## src/rtl/nco_phase_acc.sv

```systemverilog
// -----------------------------------------------------------------------------
// nco_phase_acc
//
// Phase-generation stage that feeds cordic_nco. A frequency tuning word (FTW)
// and a phase offset are loaded byte-serially, least significant byte first,
// into a shadow register. Once all bytes of a word are in, the word is copied
// to the live register in a single COMMIT cycle, so the accumulator never sees
// a half-written value. The phase accumulator advances by FTW on every clock
// enable. The registered output is accumulator + offset.
//
// Optional feature (compile-time macro NCO_DITHER_EN):
//   When the macro is defined, a 16-bit Fibonacci LFSR (taps 16,14,13,11,
//   seed 16'hACE1) adds a 4-bit dither to the output phase. The LFSR steps on
//   each i_ce, and i_sync reseeds it. When the macro is undefined, no LFSR
//   logic is built.
//
// Parameters:
//   PW  phase / accumulator / FTW width; must be a multiple of BW
//   BW  load bus width
//   NB  bytes per load word (PW/BW, derived); must be at least 2
//
// Ports:
//   i_clk     clock, rising edge
//   i_reset   asynchronous active-high reset
//   i_ce      clock enable for the accumulator and the output phase
//   i_wr      byte write strobe, one byte per cycle while high
//   i_sel     load target: 0 = FTW, 1 = phase offset
//   i_data    write byte
//   i_sync    synchronous accumulator clear, independent of i_ce
//   o_phase   registered phase word to cordic_nco
//   o_busy    high while a partial multi-byte load is pending
//   o_commit  one-cycle pulse during the cycle the shadow word is copied
// -----------------------------------------------------------------------------
module nco_phase_acc #(
  parameter int PW = 24,
  parameter int BW = 8
) (
  input  logic          i_clk,
  input  logic          i_reset,
  input  logic          i_ce,
  input  logic          i_wr,
  input  logic          i_sel,
  input  logic [BW-1:0] i_data,
  input  logic          i_sync,
  output logic [PW-1:0] o_phase,
  output logic          o_busy,
  output logic          o_commit
);

  localparam int NB = PW / BW;
  localparam int CW = (NB > 1) ? $clog2(NB) : 1;

  typedef enum logic [1:0] {
    IDLE   = 2'd0,
    LOAD   = 2'd1,
    COMMIT = 2'd2
  } state_t;

  // Modulo-2^PW phase addition; the carry out is dropped on purpose so the
  // accumulator wraps silently.
  function automatic logic [PW-1:0] phase_add(input logic [PW-1:0] a,
                                              input logic [PW-1:0] b);
    logic [PW:0] full;
    full = {1'b0, a} + {1'b0, b};
    return full[PW-1:0];
  endfunction

  // ---------------------------------------------------------------------------
  // Loader state
  // ---------------------------------------------------------------------------
  state_t        state_q;
  logic [CW-1:0] cnt_q;
  logic          tgt_q;
  logic [PW-1:0] shadow_q;
  logic          busy_q;
  logic          commit_q;

  logic [PW-1:0] ftw_q;
  logic [PW-1:0] poff_q;

  // start_load: this byte begins a new word. That happens from IDLE, from
  // COMMIT (back-to-back words), or when the target changes mid-load. In the
  // last case the partial shadow is abandoned.
  logic start_load;
  logic byte_wr;
  logic last_byte;

  always_comb begin
    start_load = 1'b0;
    byte_wr    = 1'b0;
    last_byte  = 1'b0;
    if (i_wr) begin
      case (state_q)
        IDLE:    start_load = 1'b1;
        COMMIT:  start_load = 1'b1;
        LOAD: begin
          if (i_sel != tgt_q) begin
            start_load = 1'b1;
          end else begin
            byte_wr   = 1'b1;
            last_byte = (cnt_q == CW'(NB - 1));
          end
        end
        default: start_load = 1'b0;
      endcase
    end
  end

  // Loader FSM with registered busy/commit outputs
  always_ff @(posedge i_clk or posedge i_reset) begin
    if (i_reset) begin
      state_q  <= IDLE;
      cnt_q    <= '0;
      tgt_q    <= 1'b0;
      busy_q   <= 1'b0;
      commit_q <= 1'b0;
    end else begin
      commit_q <= 1'b0;
      if (start_load) begin
        state_q <= LOAD;
        tgt_q   <= i_sel;
        cnt_q   <= CW'(1);
        busy_q  <= 1'b1;
      end else if (last_byte) begin
        state_q  <= COMMIT;
        busy_q   <= 1'b0;
        commit_q <= 1'b1;
      end else if (byte_wr) begin
        cnt_q <= cnt_q + CW'(1);
      end else if (state_q == COMMIT) begin
        state_q <= IDLE;
        busy_q  <= 1'b0;
      end
    end
  end

  // Shadow register: a fresh word clears the upper bytes so an abandoned
  // partial load can never leak into the next word.
  always_ff @(posedge i_clk or posedge i_reset) begin
    if (i_reset) begin
      shadow_q <= '0;
    end else if (start_load) begin
      shadow_q <= {{(PW - BW){1'b0}}, i_data};
    end else if (byte_wr) begin
      shadow_q[cnt_q*BW +: BW] <= i_data;
    end
  end

  // Live tuning registers, updated on the edge that ends the COMMIT cycle.
  // The copy reads the pre-edge target, so a new word that starts in the
  // same cycle does not redirect it.
  always_ff @(posedge i_clk or posedge i_reset) begin
    if (i_reset) begin
      ftw_q  <= '0;
      poff_q <= '0;
    end else if (state_q == COMMIT) begin
      if (tgt_q) begin
        poff_q <= shadow_q;
      end else begin
        ftw_q <= shadow_q;
      end
    end
  end

  // ---------------------------------------------------------------------------
  // Phase datapath
  // ---------------------------------------------------------------------------
  logic [PW-1:0] acc_q;
  logic [PW-1:0] acc_d;
  logic [PW-1:0] phase_q;
  logic [PW-1:0] phase_d;

  always_comb begin
    acc_d = acc_q;
    if (i_sync) begin
      acc_d = '0;
    end else if (i_ce) begin
      acc_d = phase_add(acc_q, ftw_q);
    end
  end

`ifdef NCO_DITHER_EN
  localparam logic [15:0] LFSR_SEED = 16'hACE1;

  logic [15:0] lfsr_q;
  logic        lfsr_fb;

  // Right-shifting Fibonacci form: taps 16,14,13,11 map to bits 0,2,3,5.
  assign lfsr_fb = lfsr_q[0] ^ lfsr_q[2] ^ lfsr_q[3] ^ lfsr_q[5];

  always_ff @(posedge i_clk or posedge i_reset) begin
    if (i_reset) begin
      lfsr_q <= LFSR_SEED;
    end else if (i_sync) begin
      lfsr_q <= LFSR_SEED;
    end else if (i_ce) begin
      lfsr_q <= {lfsr_fb, lfsr_q[15:1]};
    end
  end

  // The dither is the current (pre-step) low nibble.
  always_comb begin
    phase_d = phase_add(phase_add(acc_d, poff_q), {{(PW - 4){1'b0}}, lfsr_q[3:0]});
  end
`else
  always_comb begin
    phase_d = phase_add(acc_d, poff_q);
  end
`endif

  // Accumulator and output register: the output follows the value the
  // accumulator takes on this same edge.
  always_ff @(posedge i_clk or posedge i_reset) begin
    if (i_reset) begin
      acc_q   <= '0;
      phase_q <= '0;
    end else begin
      acc_q <= acc_d;
      if (i_ce || i_sync) begin
        phase_q <= phase_d;
      end
    end
  end

  assign o_phase  = phase_q;
  assign o_busy   = busy_q;
  assign o_commit = commit_q;

endmodule

```

## config.mk

```make
export PLATFORM = sky130hd
export DESIGN_NAME = nco_phase_acc
export DESIGN_NICKNAME = d
export VERILOG_FILES = /design/src/rtl/nco_phase_acc.sv
export SDC_FILE = /design/constraint.sdc
export NUM_CORES = 1
export LEC_CHECK = 0
export BUFFER_PORTS_ARGS = -buffer_cell sky130_fd_sc_hd__buf_2
export CAP_MARGIN = 20
export CORE_MARGIN = 2
export CORE_UTILIZATION = 47
export CTS_CLUSTER_SIZE = 14
export DETAILED_ROUTE_END_ITERATION = 16
export GPL_TIMING_DRIVEN = 1
export PLACE_DENSITY = 0.75
export SYNTH_ARGS = -nofsm -noshare
export SYNTH_HDL_FRONTEND = slang
export SYNTH_SLANG_ARGS = --single-unit
export TNS_END_PERCENT = 100
```

## constraint.sdc

```tcl
create_clock -name i_clk -period 11.4 [get_ports i_clk]
set_clock_uncertainty 0.2 [all_clocks]
set_input_delay 1.71 -clock i_clk [delete_from_list [all_inputs] [get_ports i_clk]]
set_output_delay 1.71 -clock i_clk [all_outputs]
set_load 0.005 [all_outputs]
```

Word level (Yosys, flattened, before mapping)
Index checks and enable logic that the tools add are counted.
Word-level totals
  register bits: 127
  bits of input ports: 14
  output and inout bits: 26
  word-level logic and storage cells: 59
Cells by class
  add/subtract/negate cells: 4
  eq/ne operators: 6
  shifts and indexed selects: 2
  mux-type cells: 27
  bitwise gates (word level): 1
  reductions and logical operators: 9
Operator list (number)
  $mux W24: 4
  $add A24 B24 Y24: 2
  $neg A5 Y34: 1
  $shift A8 B34 Y24 const A: 1
  $shiftx A8 B34 Y24: 1
  $bwmux W24: 1
  $mux W1: 14
  $mux W2: 7
  $reduce_and A2 Y1: 4
  $eq A2 B2 Y1 const B: 2
  $ne A3 B2 Y1 const B: 1
  $reduce_bool A3 Y1: 1
  $add A2 B1 Y2 const B: 1
  $eq A2 B1 Y1 const B: 1
  $logic_not A2 Y1: 1
  $ne A2 B2 Y1 const B: 1
  $pmux W1 S2: 1
  $reduce_bool A2 Y1: 1
  $reduce_or A2 Y1: 1
  $logic_or A1 B1 Y1: 1
  $ne A1 B1 Y1: 1
  $not A1 Y1: 1

Longest topological paths before layout
Gate-level depths: netlist of the first run.
  depth after elaboration: 7
  gate-level depth with buffers: 22
  gate-level depth less buffers: 21

Least setup slack after synthesis of the first run
OpenSTA, ideal clock, no wires.
  kind: input -> register
  start: input i_ce
  end: register phase_q[23], in the netlist o_phase[23]
  library setup time: 0.127 ns
  arrival time: 4.591 ns
  data required time: 11.073 ns
  slack: 6.483 ns
  stages: 13
  buffers on the path: 3
  cells stage by stage: clkbuf_1 buf_1 mux2i_1 nor2_1 ha_1 clkbuf_1 nand4_1 o21a_1 o211ai_1 a41oi_1 o311ai_0 a211oi_2 nand3b_1
On the way
  word-level cells in the longest chain between the ends: 3
  elaborated cells between the ends (all ways): 4
  those cells by class: add/sub (1); mux (2); reduce/logical (1)
Ends and longest elaborated chain
  start: declaration: line 40  | input logic i_ce,
  $mux W24: line 177  | end else if (i_ce) begin
  $mux W24: line 175  | if (i_sync) begin
  via acc_d[12]: line 169  | logic [PW-1:0] acc_d;
  $add A24 B24 Y24: line 64  | full = {1'b0, a} + {1'b0, b};
  end signal: assignment: line 220  | phase_q <= phase_d;
  end: declaration: line 170  | logic [PW-1:0] phase_q;
The timed path passes the listed nets, and every way through them passes these cells.
A chain may end at the register's enable or synchronous reset.

Worst setup path in the final report of the first run
  start: register ftw_q[0]
  end: register phase_q[23], in the netlist o_phase[23]
On the way
  word-level cells in the longest chain between the ends: 4
Ends and longest elaborated chain
  start: declaration: line 78  | logic [PW-1:0] ftw_q;
  start signal: assignment: line 160  | ftw_q <= shadow_q;
  $add A24 B24 Y24: line 64
  $mux W24: line 177
  $mux W24: line 175
  via acc_d[14]: line 169
  $add A24 B24 Y24: line 64
The timed path passes the listed nets, and every way through them passes these cells.

==> results of run 1 <==
metal layers:
layer  track usage, %  vias to the layer above  routed length [um]
met5                0                        -                   0
met4             6.72                        0                 268
met3             5.11                       26                 867
met2             30.9                      162                6840
met1             29.5                     2527                7600
li1                 -                     2582                   -
cell families after synthesis:
family                   Yosys count  share of synthesized area [%]
AND/OR/NAND/NOR                  193                           13.4
flip-flops                       126                           44.3
AO/OA/AOI/OAI                    179                           16.3
adder cells (fa/ha/maj)           52                           9.35
XOR/XNOR                          33                           4.06
buffers and inverters             41                           2.58
multiplexers                      65                           10.0
sequential cells by signal, indices dropped and copies added, names as in the netlist:
signal and cells:
shadow_q 24, cnt_q 2, acc_q 24, ftw_q 24, tgt_q 1, state_q 2
o_phase 24, poff_q 24, o_commit 1
report_power, final:
group / total, uW / switching (uW) / internal [uW]
clock network: 537 / 193 / 344
registers: 619 / 77.8 / 541
logic: 367 / 203 / 165
total: 1520 / 473 / 1050
layout by cell type (no fill, tap or decap), types with 3 or more instances in the layout:
cell type / netlist / routed
a21boi_0: 3 / 3
xor2_1: 17 / 17
o21a_1: 4 / 4
o21bai_1: 3 / 3
nand3b_1: 3 / 3
ha_1: 50 / 50
a21oi_1: 53 / 53
clkinvlp_4: 0 / 3
bufinv_16: 0 / 3
o311ai_0: 3 / 3
clkbuf_16: 0 / 17
buf_4: 0 / 3
inv_1: 19 / 18
mux2i_1: 14 / 14
nand2_1: 63 / 63
nand4b_1: 3 / 3
o31ai_1: 5 / 5
nor2b_1: 9 / 9
a21o_1: 19 / 19
o21ai_0: 46 / 46
or3_1: 6 / 6
nand3_1: 27 / 27
a22o_1: 8 / 8
nor3b_1: 6 / 5
dfrtp_1: 126 / 126
nand2b_1: 12 / 12
a211oi_1: 6 / 6
clkinv_2: 0 / 3
nor3_1: 4 / 4
and2_1: 3 / 3
mux2_2: 51 / 51
xnor2_1: 16 / 16
nor2_1: 37 / 37
buf_2: 0 / 39
and3_1: 6 / 6
nand4_1: 4 / 4
through the flow:
step	area, um2	setup WS, ns	utilization, %	power (uW)	std cells
floorplan	7120	6.13	-	877	689
global placement	7470	6.03	51.0	965	893
detailed placement	7470	5.87	51.0	987	893
CTS	8050	5.95	55.0	1530	922
global route	8050	5.47	55.0	1610	922
finish	8050	5.88	55.0	1520	922
critical path, delay by kind of cell (launching register included):
family / cells / cell delay [ns]
AO/OA/AOI/OAI: 14 / 3.30
XOR/XNOR: 1 / 0.16
adder cells (fa/ha/maj): 3 / 1.08
flip-flops: 1 / 0.39
AND/OR/NAND/NOR: 2 / 0.28
layout make-up:
type                    instances  area share, %
repair buffers                 42           2.70
clock inverters                11           1.80
inverters                      19          0.917
multi-input cells             522           47.1
flip-flops and latches        126           39.2
well taps                     184           2.86
clock buffers                  18           5.45
worst max-delay path by stage:
stage,startpoint,endpoint,slack [ns],cells past startpoint
finish,ftw_q[0]$_DFFE_PP0P_,o_phase[23]$_DFFE_PP0P_,5.88,20
global route,ftw_q[0]$_DFFE_PP0P_,o_phase[23]$_DFFE_PP0P_,5.47,20
CTS,ftw_q[0]$_DFFE_PP0P_,o_phase[23]$_DFFE_PP0P_,5.95,20
detailed placement,i_ce,o_phase[23]$_DFFE_PP0P_,5.87,12
global placement,i_ce,o_phase[23]$_DFFE_PP0P_,6.03,12
floorplan,i_reset,acc_q[0]$_DFF_PP0_,6.13,1
==> run metrics, run 1 <==
Worst Hold Class reg -> reg; Fin Hold WS 0.267 ns; slowest stage delay, CP between 0.5 and 0.6 ns; via count 5,297; first-pass GRT wire length 26.4 mm; Synth top area share 44.3%; P&R area growth vs syn 13.1%; area of the multi-input gates around 3800 um2; Final Cycle Share around half; Clock Path Buffers 2; Netlist cell types 66; hold_buf cts 0; Final Hold Viols 0; worst slew pin tran roughly 0.97 ns; syn_area_per_cell between 10 and 15 um2; Layout fillers approximately 1,300; WL/cell 16.9 um; Synth Instances ~690; Max Clk Rate 181 MHz; reg2reg setup slack between 5 and 6 ns; ANT cells 0; Clk Latency, worst-skew pair 0.42 ns; yosys warns 0; Final ANT Viol Nets 0; post-CTS setup buffers 0; die area 16,100 um2; worst vdd ir 130 uV; most common library cells after synthesis dfrtp_1, nand2_1, a21oi_1, mux2_2, ha_1; Power Dens Cells 189 nW/um2; RR Startpoint ftw_q[0]$_DFFE_PP0P_; Die Ht 127 um; layout cells sized above 1 about a fifth; Final nets 794; sequential cell area 3150 um2; io pins 40; unrepaired setup endpoints after global routing false; final setup violation count 0; max_cap viols 0; Die W 127 um; Num CTS Buffers 17; count of flip-flops with a built-in enable after synthesis 0; initial antenna violation count 0; most common cell in the netlist dfrtp_1; critical path's slowest cell o311ai_0; required time worst endpoint 11.50 ns; DRC viols 0; CTS tree yes; setup TNS 0 ns; # rows 44; PostCTS Resize Cnt 0; Final min period 5.52 ns; Worst slew margin 35.3%; GRT Util Overall 20.6%; FF+latch count, synth 126; Net Count, Synth 755; DR vias/cell 5.75; GR Overflow Total 0; clk slew on worst S/H paths 0.05 ns; hold depth 2; async set or reset register ratio after synthesis 100%; Sink Count 126; sequential element share of the synthesized area between 40% and 50%; CP Capture Type flip-flop; crit path kind reg -> reg; CP Data Arrival Time 5.62 ns; H-tree levels 4; largest cells by area after synthesis dfrtp_1, ha_1, mux2_2; R2R cell count 20; final WL 15.6 mm; Most Frequent Cell on Critical Path o21ai_0; Worst Setup Start Kind flip-flop; largest net degree at the start of global routing 65; Synth Cell Area 7120 um2; ys flop type dfrtp_1; initial core utilization between 40% and 50%; Core Box Area roughly 15,000 um2; hold wc startpoint o_phase[9]$_DFFE_PP0P_; drt first pass iters 5; I/O Buffers 39; Iter 0 DRT Violations 455; Hold EP o_phase[9]$_DFFE_PP0P_; status finished, final reports clean; Final Max Tran Viols 0; Crit Path Max Fanout 7; crit path cell chain ha_1 > fa_1 > a21o_1 > a21oi_1 > o21ai_0 > a31o_2 > a311o_1 > a21o_1 > a21oi_1 > xor2_1 > o21ai_0 > ha_1 > nand2_1 > o21ai_0 > o21ai_0 > o211ai_1 > a41oi_1 > o311ai_0 > a211oi_2 > nand3b_1; DP HPWL roughly 12 mm; RR Endpoint o_phase[23]$_DFFE_PP0P_; CTS root buf clkbuf_16; cell leakage power 0.00408 uW; RePlAce Congestion approximately 0.91; area leader, netlist dfrtp_1; vias in the first global route 5,302
(Power assumes the default switching activity.)
==> inputs of run 2 (changes only) <==
--- a/config.mk
+++ b/config.mk
@@ -12,7 +12,7 @@
 export CTS_CLUSTER_SIZE = 14
 export DETAILED_ROUTE_END_ITERATION = 16
 export GPL_TIMING_DRIVEN = 1
-export PLACE_DENSITY = 0.75
+export PLACE_DENSITY = 0.78
 export SYNTH_ARGS = -nofsm -noshare
 export SYNTH_HDL_FRONTEND = slang
 export SYNTH_SLANG_ARGS = --single-unit
==> constraint.sdc (replaced) <==
create_clock -name i_clk -period 5 [get_ports i_clk]
set_clock_uncertainty 0.2 [all_clocks]
set_input_delay 0.75 -clock i_clk [delete_from_list [all_inputs] [get_ports i_clk]]
set_output_delay 0.75 -clock i_clk [all_outputs]
set_load 0.005 [all_outputs]
==> run 2 against run 1 <==
Register-to-register slack got worse by 5.6 ns. Total power rose by 120%. Clock-buffer cell count rose by 1. Global-route usage shrank 0.86 points. Final area up 1.1%. Utilization is 0.59 points higher. Hold slack got worse by 0.048 ns. Cell count grew 1.3%. Sequential power increased by 130%.
==> run metrics, run 2 (synthesis gave the netlist of run 1 again) <==
H-tree levels 4 (unchanged); Final Hold Viols 0 (unchanged); first-pass GRT wire length 25.1 mm (-4.9%); crit path kind reg -> reg; Worst Hold Class in -> async; top sig layer met4; initial antenna violation count 0 (unchanged); Layout fillers 1,278 (-0.85%); Sink Count 126 (unchanged); hold_buf cts 0 (unchanged); Clock Path Buffers 2 (unchanged); Clk Latency, worst-skew pair 0.42 ns (about the same); Num CTS Buffers 17 (unchanged); cell leakage power 0.00414 uW (+1.6%); I/O Buffers 39 (unchanged); CTS tree yes; critical path's slowest cell ha_1; Fin Hold WS 0.219 ns (-0.0482 ns); P&R area growth vs syn 14.3%; Final Max Tran Viols 0 (unchanged); Worst slew margin 45.5% (+10 points); DR WL met2 6.49 mm (-5.2%); layout cells sized above 1 21.7% (+2.8 points); routed wl met3 744 um (-14%); Power Dens Cells 409 nW/um2 (+120%); vias in the first global route 5,004 (-5.6%); largest net degree at the start of global routing 55 (-15%); die area 16,100 um2 (unchanged); met1 WL 7.61 mm (+0.18%); ANT cells 0 (unchanged); DR vias/cell 5.68 (-1.1%); Core Box Area 14,600 um2 (unchanged); Final Cycle Share 94.7% (+46 points); Final ANT Viol Nets 0 (unchanged); Most Frequent Cell on Critical Path ha_1; RR Startpoint ftw_q[0]$_DFFE_PP0P_; CP Capture Type flip-flop; Final min period 4.74 ns (-0.787 ns); Crit Path Max Fanout 7 (unchanged); Die Ht 127 um (unchanged); final setup violation count 0 (unchanged); status finished, final reports clean; GRT Util Overall 19.8% (-0.86 points); max_cap viols 0 (unchanged); RR Endpoint o_phase[23]$_DFFE_PP0P_; Die W 127 um (unchanged); worst slew pin tran 0.816 ns (-0.153 ns); via count 5,307 (+0.19%); Max Clk Rate 211 MHz (+17%); worst vdd ir 215 uV (+65%); GR Overflow Total 0 (unchanged); WL/cell 16.2 um (-3.8%); Worst Setup Start Kind flip-flop; CP Data Arrival Time 4.84 ns (-0.78 ns); crit path cell chain ha_1 > fa_2 > a21o_1 > a21oi_2 > o21ai_0 > a31o_2 > a311o_1 > xor2_1 > mux2i_1 > nor2_1 > ha_1 > nand4_1 > o21a_1 > o211ai_1 > a41oi_2 > o311ai_4 > a211oi_2 > nand3b_1; R2R cell count 18 (-10%); io pins 40 (unchanged); Iter 0 DRT Violations 432 (-5.1%); clk slew on worst S/H paths 0.06 ns (about the same); required time worst endpoint 5.10 ns (-6.40 ns); RePlAce Congestion 0.898 (-1.5%); drt first pass iters 5 (unchanged); DP HPWL 11.1 mm (-3.7%); reg2reg setup slack 0.26 ns (-5.61 ns); pre-CTS setup slack -0.0192 ns (-5.89 ns); DRC viols 0 (unchanged); initial core utilization 48.6% (unchanged); commonest non-fill, non-tap cell in the layout dfrtp_1; commonest non-fill, non-tap cells in the layout dfrtp_1, nand2_1, mux2_2; slowest stage delay, CP 0.44 ns (-0.15 ns); final worst setup slack 0.264 ns (-5.61 ns); # rows 44 (unchanged); CTS root buf clkbuf_16; setup TNS 0 ns (unchanged); Final nets 805 (+1.4%); final WL 15.2 mm (-2.6%)
## run 2: worst max-delay path by stage
stage | from | endpoint | slack, ns
6_report | ftw_q[0]$_DFFE_PP0P_ | o_phase[23]$_DFFE_PP0P_ | 0.26
3_3_place_gp | ftw_q[0]$_DFFE_PP0P_ | o_phase[23]$_DFFE_PP0P_ | 0.1
4_1_cts | ftw_q[0]$_DFFE_PP0P_ | o_phase[21]$_DFFE_PP0P_ | 0.03
2_1_floorplan | ftw_q[0]$_DFFE_PP0P_ | o_phase[23]$_DFFE_PP0P_ | 0.13
5_1_grt | ftw_q[0]$_DFFE_PP0P_ | o_phase[23]$_DFFE_PP0P_ | -0.03
3_5_place_dp | ftw_q[0]$_DFFE_PP0P_ | o_phase[23]$_DFFE_PP0P_ | -0.02
## run 2: critical path, delay by kind of cell (launching register included)
family                   cells  cell delay (ns)
AO/OA/AOI/OAI               10             2.25
adder cells (fa/ha/maj)      3             1.05
AND/OR/NAND/NOR              3             0.41
flip-flops                   1             0.39
XOR/XNOR                     1             0.16
multiplexers                 1             0.15
## run 2: layer usage
layer  up-vias  GRT usage (%)
met5         -              0
met4         0           8.08
met3        21           3.98
met2       122           29.1
met1      2552           28.7
li1       2612              -
## run 2: repair_timing
item | in CTS | in global routing
pin swaps | 0 | 4
setup endpoints to repair | 1 | 3
gates resized for setup | 1 | 17
hold endpoints to repair | 0 | 0
setup buffers | 0 | 1
## run 2: layout make-up
class                           count  area, um2  share of cell area (%)
Clock buffer                       19        443                    5.44
Timing Repair Buffer               53        300                    3.69
Sequential cell                   126       3150                    38.7
Tap cell                          184        230                    2.83
Clock inverter                     11       72.6                   0.892
Inverter                           19       73.8                   0.907
Multi-Input combinational cell    522       3860                    47.5
## run 2: where the power goes
group          switching (uW)  leakage (uW)  internal (uW)
Combinational             457       0.00218            384
Sequential                174       0.00172           1230
Clock                     447      0.000246            634
Total                    1080       0.00414           2250
## run 2: through the flow
| step | total power (uW) | cell area (um2) | instances | utilization [%] |
|---|---|---|---|---|
| CTS | 3340 | 8060 | 933 | 55.0 |
| floorplan | 2000 | 7120 | 689 | - |
| detailed placement | 2240 | 7540 | 903 | 51.5 |
| global placement | 2210 | 7540 | 903 | 51.5 |
| finish | 3330 | 8140 | 934 | 55.6 |
| global route | 3530 | 8140 | 934 | 55.6 |
